## src/rtl/mem_bus_pkg.sv

```systemverilog
// Shared types and constants for the two-master memory bus arbiter.
package mem_bus_pkg;

  typedef enum logic [1:0] {
    IDLE  = 2'd0,
    ISSUE = 2'd1,
    RDATA = 2'd2,
    DONE  = 2'd3
  } arb_state_t;

  localparam logic M_CPU = 1'b0;
  localparam logic M_AUX = 1'b1;

  typedef enum logic {
    OP_READ  = 1'b0,
    OP_WRITE = 1'b1
  } op_t;

endpackage

```

## src/rtl/rr_pick2.sv

```systemverilog
// Two-way round-robin select: on a tie the master that did not own the bus last wins.
module rr_pick2 (
  input  logic [1:0] req,
  input  logic       last,
  output logic       valid,
  output logic       id
);

  always_comb begin
    valid = |req;
    id    = 1'b0;
    if (req == 2'b11) begin
      id = ~last;
    end else begin
      id = req[1];
    end
  end

endmodule

```

## src/rtl/mem_bus_arbiter.sv

```systemverilog
// Two-master Avalon-style bus arbiter; one outstanding transaction, fields captured at grant.
module mem_bus_arbiter
  import mem_bus_pkg::*;
#(
  parameter int ADDR_W = 32,
  parameter int DATA_W = 32
) (
  input  logic                clk,
  input  logic                reset,
  input  logic [ADDR_W-1:0]   m0_address,
  input  logic                m0_read,
  input  logic                m0_write,
  input  logic [DATA_W-1:0]   m0_writedata,
  input  logic [DATA_W/8-1:0] m0_byteenable,
  output logic                m0_waitrequest,
  output logic [DATA_W-1:0]   m0_readdata,
  input  logic [ADDR_W-1:0]   m1_address,
  input  logic                m1_read,
  input  logic                m1_write,
  input  logic [DATA_W-1:0]   m1_writedata,
  input  logic [DATA_W/8-1:0] m1_byteenable,
  output logic                m1_waitrequest,
  output logic [DATA_W-1:0]   m1_readdata,
  output logic [ADDR_W-1:0]   s_address,
  output logic                s_read,
  output logic                s_write,
  output logic [DATA_W-1:0]   s_writedata,
  output logic [DATA_W/8-1:0] s_byteenable,
  input  logic                s_waitrequest,
  input  logic [DATA_W-1:0]   s_readdata,
  output logic                grant_id
);

  localparam int BE_W = DATA_W / 8;

  arb_state_t        state_q, state_d;
  logic              grant_q, grant_d;
  logic              last_q, last_d;
  op_t               op_q, op_d;
  logic [ADDR_W-1:0] addr_q, addr_d;
  logic [DATA_W-1:0] wdata_q, wdata_d;
  logic [BE_W-1:0]   be_q, be_d;
  logic              rd_q, rd_d;
  logic              wr_q, wr_d;
  logic [DATA_W-1:0] rdata0_q, rdata0_d;
  logic [DATA_W-1:0] rdata1_q, rdata1_d;

  logic [1:0] req;
  logic       pick_valid;
  logic       pick_id;
  logic       sel_wr;

  assign req    = {m1_read | m1_write, m0_read | m0_write};
  // Write has priority when a master raises both strobes.
  assign sel_wr = (pick_id == M_AUX) ? m1_write : m0_write;

  rr_pick2 u_pick (
    .req   (req),
    .last  (last_q),
    .valid (pick_valid),
    .id    (pick_id)
  );

  always_comb begin
    state_d  = state_q;
    grant_d  = grant_q;
    last_d   = last_q;
    op_d     = op_q;
    addr_d   = addr_q;
    wdata_d  = wdata_q;
    be_d     = be_q;
    rd_d     = rd_q;
    wr_d     = wr_q;
    rdata0_d = rdata0_q;
    rdata1_d = rdata1_q;

    case (state_q)
      IDLE: begin
        if (pick_valid) begin
          grant_d = pick_id;
          op_d    = sel_wr ? OP_WRITE : OP_READ;
          rd_d    = ~sel_wr;
          wr_d    = sel_wr;
          if (pick_id == M_AUX) begin
            addr_d  = m1_address;
            wdata_d = m1_writedata;
            be_d    = m1_byteenable;
          end else begin
            addr_d  = m0_address;
            wdata_d = m0_writedata;
            be_d    = m0_byteenable;
          end
          state_d = ISSUE;
        end
      end
      ISSUE: begin
        if (!s_waitrequest) begin
          rd_d    = 1'b0;
          wr_d    = 1'b0;
          state_d = (op_q == OP_WRITE) ? DONE : RDATA;
        end
      end
      RDATA: begin
        // Slave read data is valid exactly one cycle after acceptance.
        if (grant_q == M_AUX) begin
          rdata1_d = s_readdata;
        end else begin
          rdata0_d = s_readdata;
        end
        state_d = DONE;
      end
      DONE: begin
        last_d  = grant_q;
        state_d = IDLE;
      end
      default: begin
        state_d = IDLE;
      end
    endcase
  end

  always_ff @(posedge clk or negedge reset) begin
    if (!reset) begin
      state_q  <= IDLE;
      grant_q  <= M_CPU;
      last_q   <= M_AUX;
      op_q     <= OP_READ;
      addr_q   <= '0;
      wdata_q  <= '0;
      be_q     <= '0;
      rd_q     <= 1'b0;
      wr_q     <= 1'b0;
      rdata0_q <= '0;
      rdata1_q <= '0;
    end else begin
      state_q  <= state_d;
      grant_q  <= grant_d;
      last_q   <= last_d;
      op_q     <= op_d;
      addr_q   <= addr_d;
      wdata_q  <= wdata_d;
      be_q     <= be_d;
      rd_q     <= rd_d;
      wr_q     <= wr_d;
      rdata0_q <= rdata0_d;
      rdata1_q <= rdata1_d;
    end
  end

  assign s_address      = addr_q;
  assign s_read         = rd_q;
  assign s_write        = wr_q;
  assign s_writedata    = wdata_q;
  assign s_byteenable   = be_q;
  assign grant_id       = grant_q;
  assign m0_readdata    = rdata0_q;
  assign m1_readdata    = rdata1_q;
  assign m0_waitrequest = !((state_q == DONE) && (grant_q == M_CPU));
  assign m1_waitrequest = !((state_q == DONE) && (grant_q == M_AUX));

endmodule

```

## config.mk

```make
export PLATFORM = sky130hd
export DESIGN_NAME = mem_bus_arbiter
export DESIGN_NICKNAME = d
export VERILOG_FILES = /design/src/rtl/mem_bus_pkg.sv /design/src/rtl/rr_pick2.sv /design/src/rtl/mem_bus_arbiter.sv
export SDC_FILE = /design/constraint.sdc
export NUM_CORES = 1
export LEC_CHECK = 0
export CAP_MARGIN = 20
export CORE_MARGIN = 5
export CORE_UTILIZATION = 35
export DETAILED_ROUTE_END_ITERATION = 12
export GPL_ROUTABILITY_DRIVEN = 1
export GPL_TIMING_DRIVEN = 0
export PLACE_DENSITY = 0.82
export SLEW_MARGIN = 25
export SYNTH_ARGS = -nofsm -noshare
export SYNTH_HDL_FRONTEND = slang
export SYNTH_HIERARCHICAL = 1
export SYNTH_SLANG_ARGS = --single-unit
export TNS_END_PERCENT = 50
```

## constraint.sdc

```tcl
create_clock -name clk -period 2 [get_ports clk]
set_input_delay 0.2 -clock clk [delete_from_list [all_inputs] [get_ports clk]]
set_output_delay 0.2 -clock clk [all_outputs]
set_load 0.005 [all_outputs]
```

# Word level (Yosys, flattened, before mapping)
# Index checks and enable logic that the tools add are counted.
word_totals:
  register_bits: 139
classes:
  eq_ne: 6
  n_bitwise: 5
  mux: 15
  n_reduce_logical: 12
ops:
  columns: ["op", "n"]
  rows:
  - ["32-bit two-way mux", 2]
  - ["2-bit case mux with 4 select lines", 1]
  - ["2-bit AND reduction", 4]
  - ["1-bit two-way mux", 7]
  - ["2-bit equality test (second input constant)", 3]
  - ["2-bit two-way mux", 2]
  - ["4-bit two-way mux", 1]
  - ["2-bit != test (second input constant)", 2]
  - ["1-bit case mux with 2 select lines", 2]
  - ["1-bit inverter", 3]
  - ["3-bit AND reduction", 1]
  - ["2-bit by 1-bit equality test with 1-bit output (second input constant)", 1]
  - ["1-bit logical AND", 2]
  - ["1-bit zero test", 2]
  - ["2-bit zero test", 1]
  - ["1-bit bitwise OR", 2]
  - ["2-bit nonzero test", 1]
  - ["2-bit OR reduction", 1]

# Depth between registers and ports, before layout
logic_depth:
  depth_word: 7
  ltp_mapped: 8
  depth_no_buf: 5

# Hierarchy
# Netlist, hierarchy kept.
by_module_without_submodules:
  columns: ["module", "seq_area_each_um2", "area_per_inst_um2", "cells_each", "instances"]
  rows:
  - ["mem_bus_arbiter", 3479.6, 6043.3, 473, 1]
  - ["rr_pick2", 0.0, 13.8, 2, 1]

# Worst setup path before layout
# No wires, ideal clock.
synth_path:
  kind: "input-to-reg"
  from: "input m1_write"
  to: "register grant_q (netlist: grant_id)"
  slack_ns: 0.459
  arrival_time_ns: 1.416
  setup_ns: 0.125
  cell_stages: 6
  cell_sequence: "or2_2 -> or2_1 -> and2_1 -> buf_4 -> buf_8 -> mux2_4"
synth_between:
  elab_chain_cells: 3
  elab_cells_between_ends: 5
  cone_classes: "eq/ne (1); mux (1); bitwise (1); reduce/logical (2)"
synth_rtl:
  columns: ["item", "line_no", "source"]
  rows:
  - ["start, declared", "mem_bus_arbiter.sv:19", "input logic m1_write,"]
  - ["1-bit bitwise OR", "mem_bus_arbiter.sv:53", "assign req = {m1_read | m1_write, m0_read | m0_write};"]
  - ["2-bit OR reduction", "rr_pick2.sv:10", "valid = |req;"]
  - ["net pick_valid", "mem_bus_arbiter.sv:49", "logic pick_valid;"]
  - ["2-bit AND reduction (no line)", null, null]
  - ["end signal, assigned", "mem_bus_arbiter.sv:137", "grant_q <= grant_d;"]
  - ["end, declared", "mem_bus_arbiter.sv:37", "logic grant_q, grant_d;"]
# The timed path passes the listed nets, and every way through them passes these cells.
# A chain may end at the register's enable or synchronous reset.

# Final worst setup path
layout_path:
  from: "register state_q[0]"
  to: "output m0_waitrequest"
layout_between:
  elab_chain_cells: 3
layout_rtl:
  columns: ["item", "line_no", "source"]
  rows:
  - ["start, declared", "mem_bus_arbiter.sv:36", "arb_state_t state_q, state_d;"]
  - ["start signal, assigned", "mem_bus_arbiter.sv:136", "state_q <= state_d;"]
  - ["2-bit equality test", "mem_bus_arbiter.sv:158", "assign m0_waitrequest = !((state_q == DONE) && (grant_q == M_CPU));"]
  - ["1-bit logical AND", "mem_bus_arbiter.sv:158", null]
  - ["1-bit zero test", "mem_bus_arbiter.sv:158", null]
  - ["end, declared", "mem_bus_arbiter.sv:15", "output logic m0_waitrequest,"]
# No other way between the ends.

==> impl_results.md <==
* Kind of start point of the critical path: register
* Placed standard-cell area at between 9000 and 10000 µm²
* Final design utilization at 58.8%
* Count of TritonRoute iterations in the first routing pass at 4
* Number of global-route vias before repair at around 5300
* Max_cap viols at 0
* Fraction of final layout cells with drive strength greater than 1 at 18.3%
* Effective utilization at floorplan at between 30% and 40%
* Kind of critical path: register to output pin
* Highest Clock Rate at about 0.52 GHz
* DRC violation total after the first TritonRoute iteration at between 150 and 200
* Total Routing Usage GR at 18.3%
* FILL cells at 1468
* Critical-path cell with the highest stage delay: sky130_fd_sc_hd__clkdlybuf4s50_1
* Weighted congestion reported at the end of routability-driven placement at about 0.77
* Initial antenna violation count at 0
* Overall power consumption at approximately 16 mW
* Width of the die at 142 µm
* Global-route wire length before repair at approximately 28000 µm
* Max incr delay on CP at 530 ps
* Clock-pin transition on the worst setup and hold timing paths at around 60 ps
* Count of antenna diodes in the layout at 0
* Gate count after technology mapping at between 400 and 500
* CP Data Arrival Time at about 1700 ps
* Ys Warns at 6
* Max-slew violation total from the final report at 0
* Transition time at the pin with the least slew margin at 556 ps
* Vertical die dimension at about 140 µm
* Instance count after placement with tap cells included at 1012
* Clock latency on the worst-skew pair at between 400 and 500 ps
* Fraction of the yosys area taken by sequential cells at between 50% and 60%
* Final std cells w/o fill at 1045
* Shortest period the worst path allows at between 1500 and 2000 ps
* Placed wire-length estimate after detailed placement at ~14000 µm
* Post-Synthesis Cell Area at slightly above 6000 µm²
* RSZ-0062 raised after global routing: false
* Clock Tree Buf Depth at 2
* Number of routed nets with antenna violations at 0
* Register bit count reported by yosys at between 100 and 150
* Synth unique cells at 28
* Post-place setup slack at -273 ps
* Area of the placeable core at between 15000 and 20000 µm²
* Result of the run: finished clean
* Post-CTS repair timing setup buffer count at 0
* Final hold violation count at 0
* Max-slew headroom at the worst pin at between 60 and 70%
* Hold Path Class: input port to async pin
* P&R area growth vs syn at 66.1%
* Number of vias after detailed routing at 4909
* Clock Skew at between 8 and 9 ps
* Maximum number of pins on one net before global-route repair at about 70
* Total detailed-routing wirelength at 18700 µm
* Vias per cell at 4.70
* Cells along the critical path: ha_1, nand2b_1, clkdlybuf4s50_1
* Final standard cell area without fillers at between 10000 and 15000 µm²
* Total negative slack at 0 ps
* Critical Path End Type: output pin
* Clock buffer count from CTS at 17
* Multi-input gate area in the final layout at between 2000 and 2500 µm²
* Reported leakage power at ~4.3 nW
* Worst path setup slack after routing at 85.1 ps
* Final hold slack at between 300 and 400 ps
* Buffers & Inverters on Critical Path at 1
* Worst ir drop on vdd at 0.678 mV
* Synthesized Nets at approximately 660
* Register cell area after layout at between 3000 and 4000 µm²
* CTS H-tree lvls at 4
* Die ar. at roughly 20000 µm²
* Remaining design rule violation count at 0
* Average cell area after synthesis at about 13 µm²
* WL/cell at ~18 µm
* Final number of setup-violating endpoints at 0
* Family with the most delay on the worst path: buffers and inverters
* Placement row count at between 40 and 50
* Critical path data required time at ~1800 ps
* Final Cycle Share at around 96%
* Clock root cell: sky130_fd_sc_hd__clkbuf_16
* Sum of overflow across all layers after global routing at 0
* Count of clock tree sinks at approximately 140
* Clock tree from TritonCTS: yes
* Ratio of total power to cell area at about 1500 nW/µm²
* Largest fanout of any net on the critical path at 5
* Quantity of I/O buffers inserted on ports at 311
* Number of nets in the layout at between 900 and 1000
* IO Pins at 312
* Internal reg-to-reg setup slack at roughly 180 ps
[synth_stat cells]
cell type / count / area (µm²)
sky130_fd_sc_hd__buf_8: 1 / 15.0
sky130_fd_sc_hd__mux2_2: 62 / 698
sky130_fd_sc_hd__nor2b_1: 1 / 6.26
sky130_fd_sc_hd__nand4b_1: 1 / 8.76
sky130_fd_sc_hd__nor2_1: 71 / 267
sky130_fd_sc_hd__o21ai_0: 1 / 5.00
sky130_fd_sc_hd__nand2_1: 3 / 11.3
sky130_fd_sc_hd__a21oi_2: 13 / 114
sky130_fd_sc_hd__a21boi_1: 1 / 7.51
sky130_fd_sc_hd__buf_6: 12 / 135
sky130_fd_sc_hd__mux2_4: 4 / 60.1
sky130_fd_sc_hd__buf_4: 3 / 22.5
sky130_fd_sc_hd__and2_1: 2 / 12.5
sky130_fd_sc_hd__dfstp_2: 1 / 26.3
sky130_fd_sc_hd__nand2b_1: 2 / 12.5
sky130_fd_sc_hd__and2b_4: 1 / 10.0
sky130_fd_sc_hd__or2_4: 1 / 8.76
sky130_fd_sc_hd__inv_1: 3 / 11.3
sky130_fd_sc_hd__dfrtp_1: 138 / 3450
sky130_fd_sc_hd__or2_2: 2 / 12.5
sky130_fd_sc_hd__mux2i_1: 69 / 691
sky130_fd_sc_hd__a21o_1: 1 / 7.51
sky130_fd_sc_hd__ha_1: 5 / 62.6
sky130_fd_sc_hd__or2_1: 1 / 6.26
sky130_fd_sc_hd__o31ai_1: 5 / 37.5
sky130_fd_sc_hd__buf_2: 14 / 70.1
sky130_fd_sc_hd__clkbuf_2: 1 / 5.00
sky130_fd_sc_hd__a21oi_1: 56 / 280
[metal layers]
layer	track usage (%)	wire, µm
met2	32.0	9470
met3	5.39	1560
met5	0	0
met1	21.4	7300
met4	6.46	386
[placed cells by master (no fill, tap or decap), types with 3 or more instances in the layout]
master,instances
sky130_fd_sc_hd__clkdlybuf4s50_1,310
sky130_fd_sc_hd__dfrtp_1,137
sky130_fd_sc_hd__nor2_1,71
sky130_fd_sc_hd__mux2i_1,69
sky130_fd_sc_hd__mux2_2,62
sky130_fd_sc_hd__a21oi_1,56
sky130_fd_sc_hd__clkbuf_16,17
sky130_fd_sc_hd__buf_2,14
sky130_fd_sc_hd__a21oi_2,13
sky130_fd_sc_hd__buf_6,12
sky130_fd_sc_hd__inv_6,6
sky130_fd_sc_hd__o31ai_1,5
sky130_fd_sc_hd__ha_1,5
sky130_fd_sc_hd__mux2_4,4
sky130_fd_sc_hd__inv_1,3
sky130_fd_sc_hd__nand2_1,3
sky130_fd_sc_hd__buf_4,3
sky130_fd_sc_hd__clkinvlp_4,3
[path summary, 6_finish.rpt]
check,startpoint,end,depth (start not counted)
worst min register to register,last_q$_DFFE_PN1N_,last_q$_DFFE_PN1N_,2
max in group asynchronous,reset,s_address[6]$_DFFE_PN0P_,3
worst max-delay path,state_q[0]$_DFFE_PN0P_,m0_waitrequest,3
worst min-delay path,reset,m0_readdata[13]$_DFFE_PN0P_,2
worst max register to register,state_q[0]$_DFFE_PN0P_,m0_readdata[13]$_DFFE_PN0P_,6
min in group clk,m0_address[19],s_address[19]$_DFFE_PN0P_,3
[power by group]
part           switching, mW  internal [mW]  total, mW  leakage, nW
clock                   1.32           1.66       2.98        0.269
combinational           2.97           4.56       7.53         2.45
sequential             0.777           4.27       5.05         1.58
[area by class of cell]
| class | instances | area share, % |
|---|---|---|
| tap | 225 | 2.80 |
| clock inverter | 14 | 1.24 |
| buffer | 31 | 2.46 |
| sequential | 139 | 34.6 |
| inverter | 3 | 0.112 |
| clock buffer | 18 | 4.37 |
| timing repair buffer | 313 | 31.4 |
| multi-input combinational | 302 | 23.0 |
[state kept, by name, indices dropped and copies added (netlist names)]
signal,count
last_q,1
grant_id,1
op_q,1
s_read,1
m1_readdata,32
m0_readdata,32
s_writedata,32
s_address,32
s_write,1
s_byteenable,4
state_q,2
[cells by family after synthesis]
family	after synthesis	share of synthesized area, %
adder cells (fa/ha/maj)	5	1.03
flip-flops	139	57.4
buffers and inverters	34	4.28
AND/OR/NAND/NOR	85	5.87
multiplexers	135	23.9
AO/OA/AOI/OAI	77	7.46
[repair_timing]
item	4_1_cts	5_1_grt
hold buffers	1	0
resized for setup	0	1
endpoints found under the setup margin	0	2
hold endpoints to repair	68	0
(Power assumes the default switching activity.)
